===== config.mk =====
export PLATFORM = sky130hd
export DESIGN_NAME = mem_column_loader
export DESIGN_NICKNAME = d
export VERILOG_FILES = /design/src/rtl/mem_column_loader.sv
export SDC_FILE = /design/constraint.sdc
export NUM_CORES = 1
export LEC_CHECK = 0
export BUFFER_PORTS_ARGS = -buffer_cell sky130_fd_sc_hd__clkbuf_2
export CAP_MARGIN = 20
export CORE_AREA = 3 3 127 129
export DETAILED_ROUTE_END_ITERATION = 16
export DIE_AREA = 0 0 130 132
export GPL_TIMING_DRIVEN = 1
export PLACE_DENSITY_LB_ADDON = 0.2
export SLEW_MARGIN = 20
export SYNTH_ARGS = -nofsm -noshare
export SYNTH_HDL_FRONTEND = slang
export SYNTH_SLANG_ARGS = --single-unit

===== constraint.sdc =====
create_clock -name clk -period 2.8 [get_ports clk]
set_input_delay 0.28 -clock clk [delete_from_list [all_inputs] [get_ports clk]]
set_output_delay 0.28 -clock clk [all_outputs]
set_load 0.005 [all_outputs]

===== src/rtl/mem_column_loader.sv =====
// rtl/mem_column_loader.sv - packs a column-major word stream into per-column bank writes (option: MEM_COLUMN_LOADER_RESTART_EN)
//
// clk, rst_l          : clock, synchronous active-low reset
// start               : begin a frame (sampled in IDLE)
// in_valid/in_data    : stream word, column-major, row 0 first
// in_ready            : word accepted on edges where in_valid && in_ready
// we/write_data       : one-cycle write of a packed column (element i = row i)
// addr_write          : column index of the write, zero-extended
// busy/done           : frame in progress / one-cycle pulse after last write
module mem_column_loader #(
    parameter int IMG_ROWS = 4,
    parameter int IMG_COLS = 4
) (
    input  logic                     clk,
    input  logic                     rst_l,
    input  logic                     start,
    input  logic                     in_valid,
    input  logic [31:0]              in_data,
    output logic                     in_ready,
    output logic                     we,
    output logic [IMG_ROWS-1:0][31:0] write_data,
    output logic [31:0]              addr_write,
    output logic                     busy,
    output logic                     done
);

    localparam int RW = (IMG_ROWS > 1) ? $clog2(IMG_ROWS) : 1;
    localparam int CW = (IMG_COLS > 1) ? $clog2(IMG_COLS) : 1;
    localparam logic [RW-1:0] R_LAST = RW'(IMG_ROWS - 1);
    localparam logic [CW-1:0] C_LAST = CW'(IMG_COLS - 1);

    typedef enum logic [1:0] {
        IDLE  = 2'd0,
        LOAD  = 2'd1,
        FLUSH = 2'd2
    } state_t;

    state_t                    state;
    logic [RW-1:0]             row;
    logic [CW-1:0]             col;
    logic [IMG_ROWS-1:0][31:0] col_buf;
    logic [IMG_ROWS-1:0][31:0] col_vec;

    // The last row never lands in col_buf; it goes straight into the write vector.
    always_comb begin
        col_vec = col_buf;
        col_vec[IMG_ROWS-1] = in_data;
    end

    always_ff @(posedge clk) begin
        if (!rst_l) begin
            state      <= IDLE;
            row        <= '0;
            col        <= '0;
            col_buf    <= '0;
            in_ready   <= 1'b0;
            we         <= 1'b0;
            write_data <= '0;
            addr_write <= '0;
            busy       <= 1'b0;
            done       <= 1'b0;
        end else begin
            we   <= 1'b0;
            done <= 1'b0;
            case (state)
                IDLE: begin
                    if (start) begin
                        state    <= LOAD;
                        row      <= '0;
                        col      <= '0;
                        in_ready <= 1'b1;
                        busy     <= 1'b1;
                    end
                end
                LOAD: begin
`ifdef MEM_COLUMN_LOADER_RESTART_EN
                    if (start) begin
                        // Restart drops any partial column and a word offered on this edge.
                        row <= '0;
                        col <= '0;
                    end else
`endif
                    if (in_valid) begin
                        if (row == R_LAST) begin
                            write_data <= col_vec;
                            addr_write <= 32'(col);
                            we         <= 1'b1;
                            row        <= '0;
                            if (col == C_LAST) begin
                                state    <= FLUSH;
                                in_ready <= 1'b0;
                            end else begin
                                col <= col + 1'b1;
                            end
                        end else begin
                            col_buf[row] <= in_data;
                            row          <= row + 1'b1;
                        end
                    end
                end
                FLUSH: begin
                    state <= IDLE;
                    busy  <= 1'b0;
                    done  <= 1'b1;
                end
                default: begin
                    state    <= IDLE;
                    in_ready <= 1'b0;
                    busy     <= 1'b0;
                end
            endcase
        end
    end

endmodule


==> flow_summary_export.csv <==
group,metric,value,unit
synthesis,yosys_warnings,0,
grt,grt_pass1_vias,6249,
setup_path,crit_required,3230,ps
sta,whs,9.81,ps
pwr,p_sw,1.45,mW
setup_path,slowest_delay,430,ps
grt,grt_first_pass_wirelength,31.9,mm
layout,instances_no_fill,1349,
synthesis,netlist_instances,1000,
floorplanning,fp.dieH,132,um
route,drc,0,
route,antenna_left,0,
setup_path,end_kind,"flop",
route,wl_per_cell,14.9,um
pwr,p_per_area,671,mW/mm^2
grt,met1_usage,32.3,%
synthesis,synth_area,0.00873,mm^2
clock_network,clock_latency,510,ps
setup_path,reg2reg_slack,780,ps
synthesis,ys_top_cells_by_area,"dfxtp_1 54%, nand2_1 17%, mux2i_1 11%, a21oi_1 7.6%, buf_4 4.4%",
clock_network,post_cts_buffers,0,
synthesis,synth_top_area_cell,"dfxtp_1",
placed_design,gp_congestion,0.802,
clock_network,cts_tree,"built",
setup_path,arrival,2450,ps
grt,grt_start_max_net_pins,111,
clock_network,clockRootBuffer,"clkbuf_16",
status,status,"finished, final reports clean",
route,routed_via_density,5.17,
pwr,intPower,5.49,mW
layout,drive_above_1_share,19.6,%
route,drtPass1Iterations,5,
layout,fillerInstances,1225,
sta,tightest_slew,732,ps
setup_path,r2r_start,"row[0]",
sta,skew,5.56,ps
pwr,p_clk_share,47.6,%
pwr,total_power,6.93,mW
grt,met2_usage,35.4,%
layout,fin_util,68.3,%
grt,grt_util_met3,3.48,%
clock_network,clk_path_buf_depth,3,
hold_path,hold_start,"in_data[31]",
floorplanning,fp.dieW,130,um
synthesis,yosysTopAreaCellShare,54.1,%
setup_path,path_class,"reg -> reg",
flow_run,cap_violations,0,
grt,busiest_layer,"met2",
setup_path,startpoint,"row[0]",
setup_path,path_max_fanout,20,
clock_network,cts.clk_slew.worst_paths,60,ps
clock_network,cts.sinks,236,
sta,period_share,72.3,%
sta,finalHoldViolCount,0,
floorplanning,fp.coreArea,0.0151,mm^2
sta,relSlewSlack,51.2,%
clock_network,htree_levels,1,
synthesis,synth_cell_types,28,
route,num_vias,6981,
floorplanning,die_area,0.0172,mm^2
setup_path,crit_family,"simple AND/OR/NAND/NOR gates",
synthesis,ys_ff_latch,236,
floorplanning,rows,45,
pwr,power.leakage,4.70,nW
sta,drv_slew,0,
grt,antenna_found_initial,0,
pwr,switching_share,20.8,%
placed_design,portBuffers,169,
placed_design,place_inst,1301,
route,wirelength,20.2,mm
setup_path,worstPathCellList,"ha_1, and4bb_2, nand2_2, buf_4, mux2i_1",
sta,max_freq,0.494,GHz
route,first_iter_violations,541,
layout,fin_nets,1185,
pwr,max-vdd-ir-drop,0.468,mV
hold_path,hold_class,"in -> reg",
sta,finalSetupViolations,0,
pwr,seq_power_share,49.1,%
sta,rsz0062_at_grt,"false",
sta,finalWorstPathRequiredPeriod,2020,ps
floorplanning,start_util,57.6,%
synthesis,avgSynthCellArea,8.73,um^2
clock_network,cts_buffers,24,
layout,area_growth,18.5,%
floorplanning,ios,200,
grt,grt_overflow_total,0,
sta,finalSetupTns,0,ps
grt,groute.usage.overall,22.4,%
setup_path,cp-start-kind,"flop",
setup_path,crit_buf_inv,1,
placed_design,dpl.hpwl,13.0,mm
pwr,pwr-share-comb,3.3,%
setup_path,cp_slowest_cell,"buf_4",
synthesis,seq_area_frac_synth,54.1,%
layout,antenna_cells,0,
==> through the flow <==
| stage | worst slack [ps] | instance area, um^2 |
|---|---|---|
| after global routing | 659 | 10300 |
| after detailed placement | 769 | 9470 |
| final | 777 | 10300 |
| after CTS | 760 | 10300 |
| after floorplan | 1380 | 8830 |
| after global placement | 888 | 9470 |
==> layer usage <==
| metal | routed length (um) | vias up |
|---|---|---|
| met4 | 332 | 0 |
| met1 | 9380 | 3297 |
| met3 | 995 | 24 |
| met5 | 0 | - |
| met2 | 9440 | 194 |
| li1 | - | 3466 |
==> power groups by stage <==
stage                     Clock, mW  Sequential (mW)  Combinational (mW)
after floorplan                   0             3.47               0.177
after global placement            0             3.48               0.220
after detailed placement          0             3.48               0.221
after CTS                      3.34             3.41               0.226
after global routing           3.47             3.41               0.251
final                          3.30             3.41               0.228
==> worst reg2reg max path: stages (launching register included) <==
cell and delay (ps):
dfxtp_1 420, ha_1 230, and4bb_2 290, nand2_2 350
buf_4 430, mux2i_1 240
==> synthesized netlist by cell type (all sizes together) <==
master / instances
nand3b: 1
conb: 1
nand4b: 4
nor2: 7
ha: 6
clkbuf: 25
o22a: 1
nor2b: 1
mux2i: 97
nand2: 395
a21bo: 1
and4b: 1
and4bb: 1
buf: 75
a41oi: 1
and3: 2
nand2b: 3
nand4: 1
a21oi: 133
inv: 3
a211oi: 1
o21ai: 3
nor3: 1
dfxtp: 236
==> timing repair <==
item / in CTS / in global routing
gates resized for setup: 0 / 0
endpoints found under the hold margin: 4 / 0
hold buffers: 4 / 0
==> cell type report <==
class / count / area, um^2 / share of cell area [%]
flip-flops and latches: 236 / 4720 / 45.7
multi-input cells: 690 / 3510 / 33.9
clock buffers: 40 / 762 / 7.37
well taps: 188 / 235 / 2.27
inverters: 3 / 13.8 / 0.133
clock inverters: 4 / 70.1 / 0.678
repair buffers: 188 / 1030 / 9.92
==> worst paths after layout <==
kind | cells after the start | end
setup / recovery | 5 | col_buf[71]
hold / removal | 3 | write_data[127]
setup reg to reg | 5 | col_buf[71]
hold reg to reg | 2 | write_data[3]
==> sequential cells by signal, indices dropped and copies added, names as in the netlist <==
| name | count |
|---|---|
| in_ready | 1 |
| addr_write | 2 |
| col_buf | 96 |
| row | 2 |
| state | 2 |
| done | 1 |
| write_data | 128 |
| we | 1 |
| busy | 1 |
| col | 2 |
==> cell usage in the layout (no fill, tap or decap), types with 2 or more instances in the layout <==
cell             n
mux2i_1         97
clkinv_2         2
nor2_1           7
ha_1             6
clkbuf_8         8
conb_1          30
clkbuf_1         7
clkbuf_16       25
nand2_2          3
nand4b_1         4
inv_1            2
buf_12           2
clkbuf_2       168
nand2b_1         3
a21oi_1        133
o21ai_0          3
buf_4           14
bufinv_16        2
dlygate4sd3_1    4
nand2_1        392
dfxtp_1        236
and3_1           2
==> logic make-up (layout without fill, tap and decap cells) <==
family | count (synthesis) | after routing | share of synthesized area (%)
and+or+nand+nor | 417 | 417 | 18.7
DFF | 236 | 236 | 54.1
AOI/OAI and AO/OA | 140 | 140 | 8.20
buffers and inverters | 103 | 235 | 6.94
muxes | 97 | 97 | 11.1
adders and majority gates | 6 | 6 | 0.860
other | 1 | 30 | 0.0430
No activity file was read; power rests on OpenSTA's default activity.
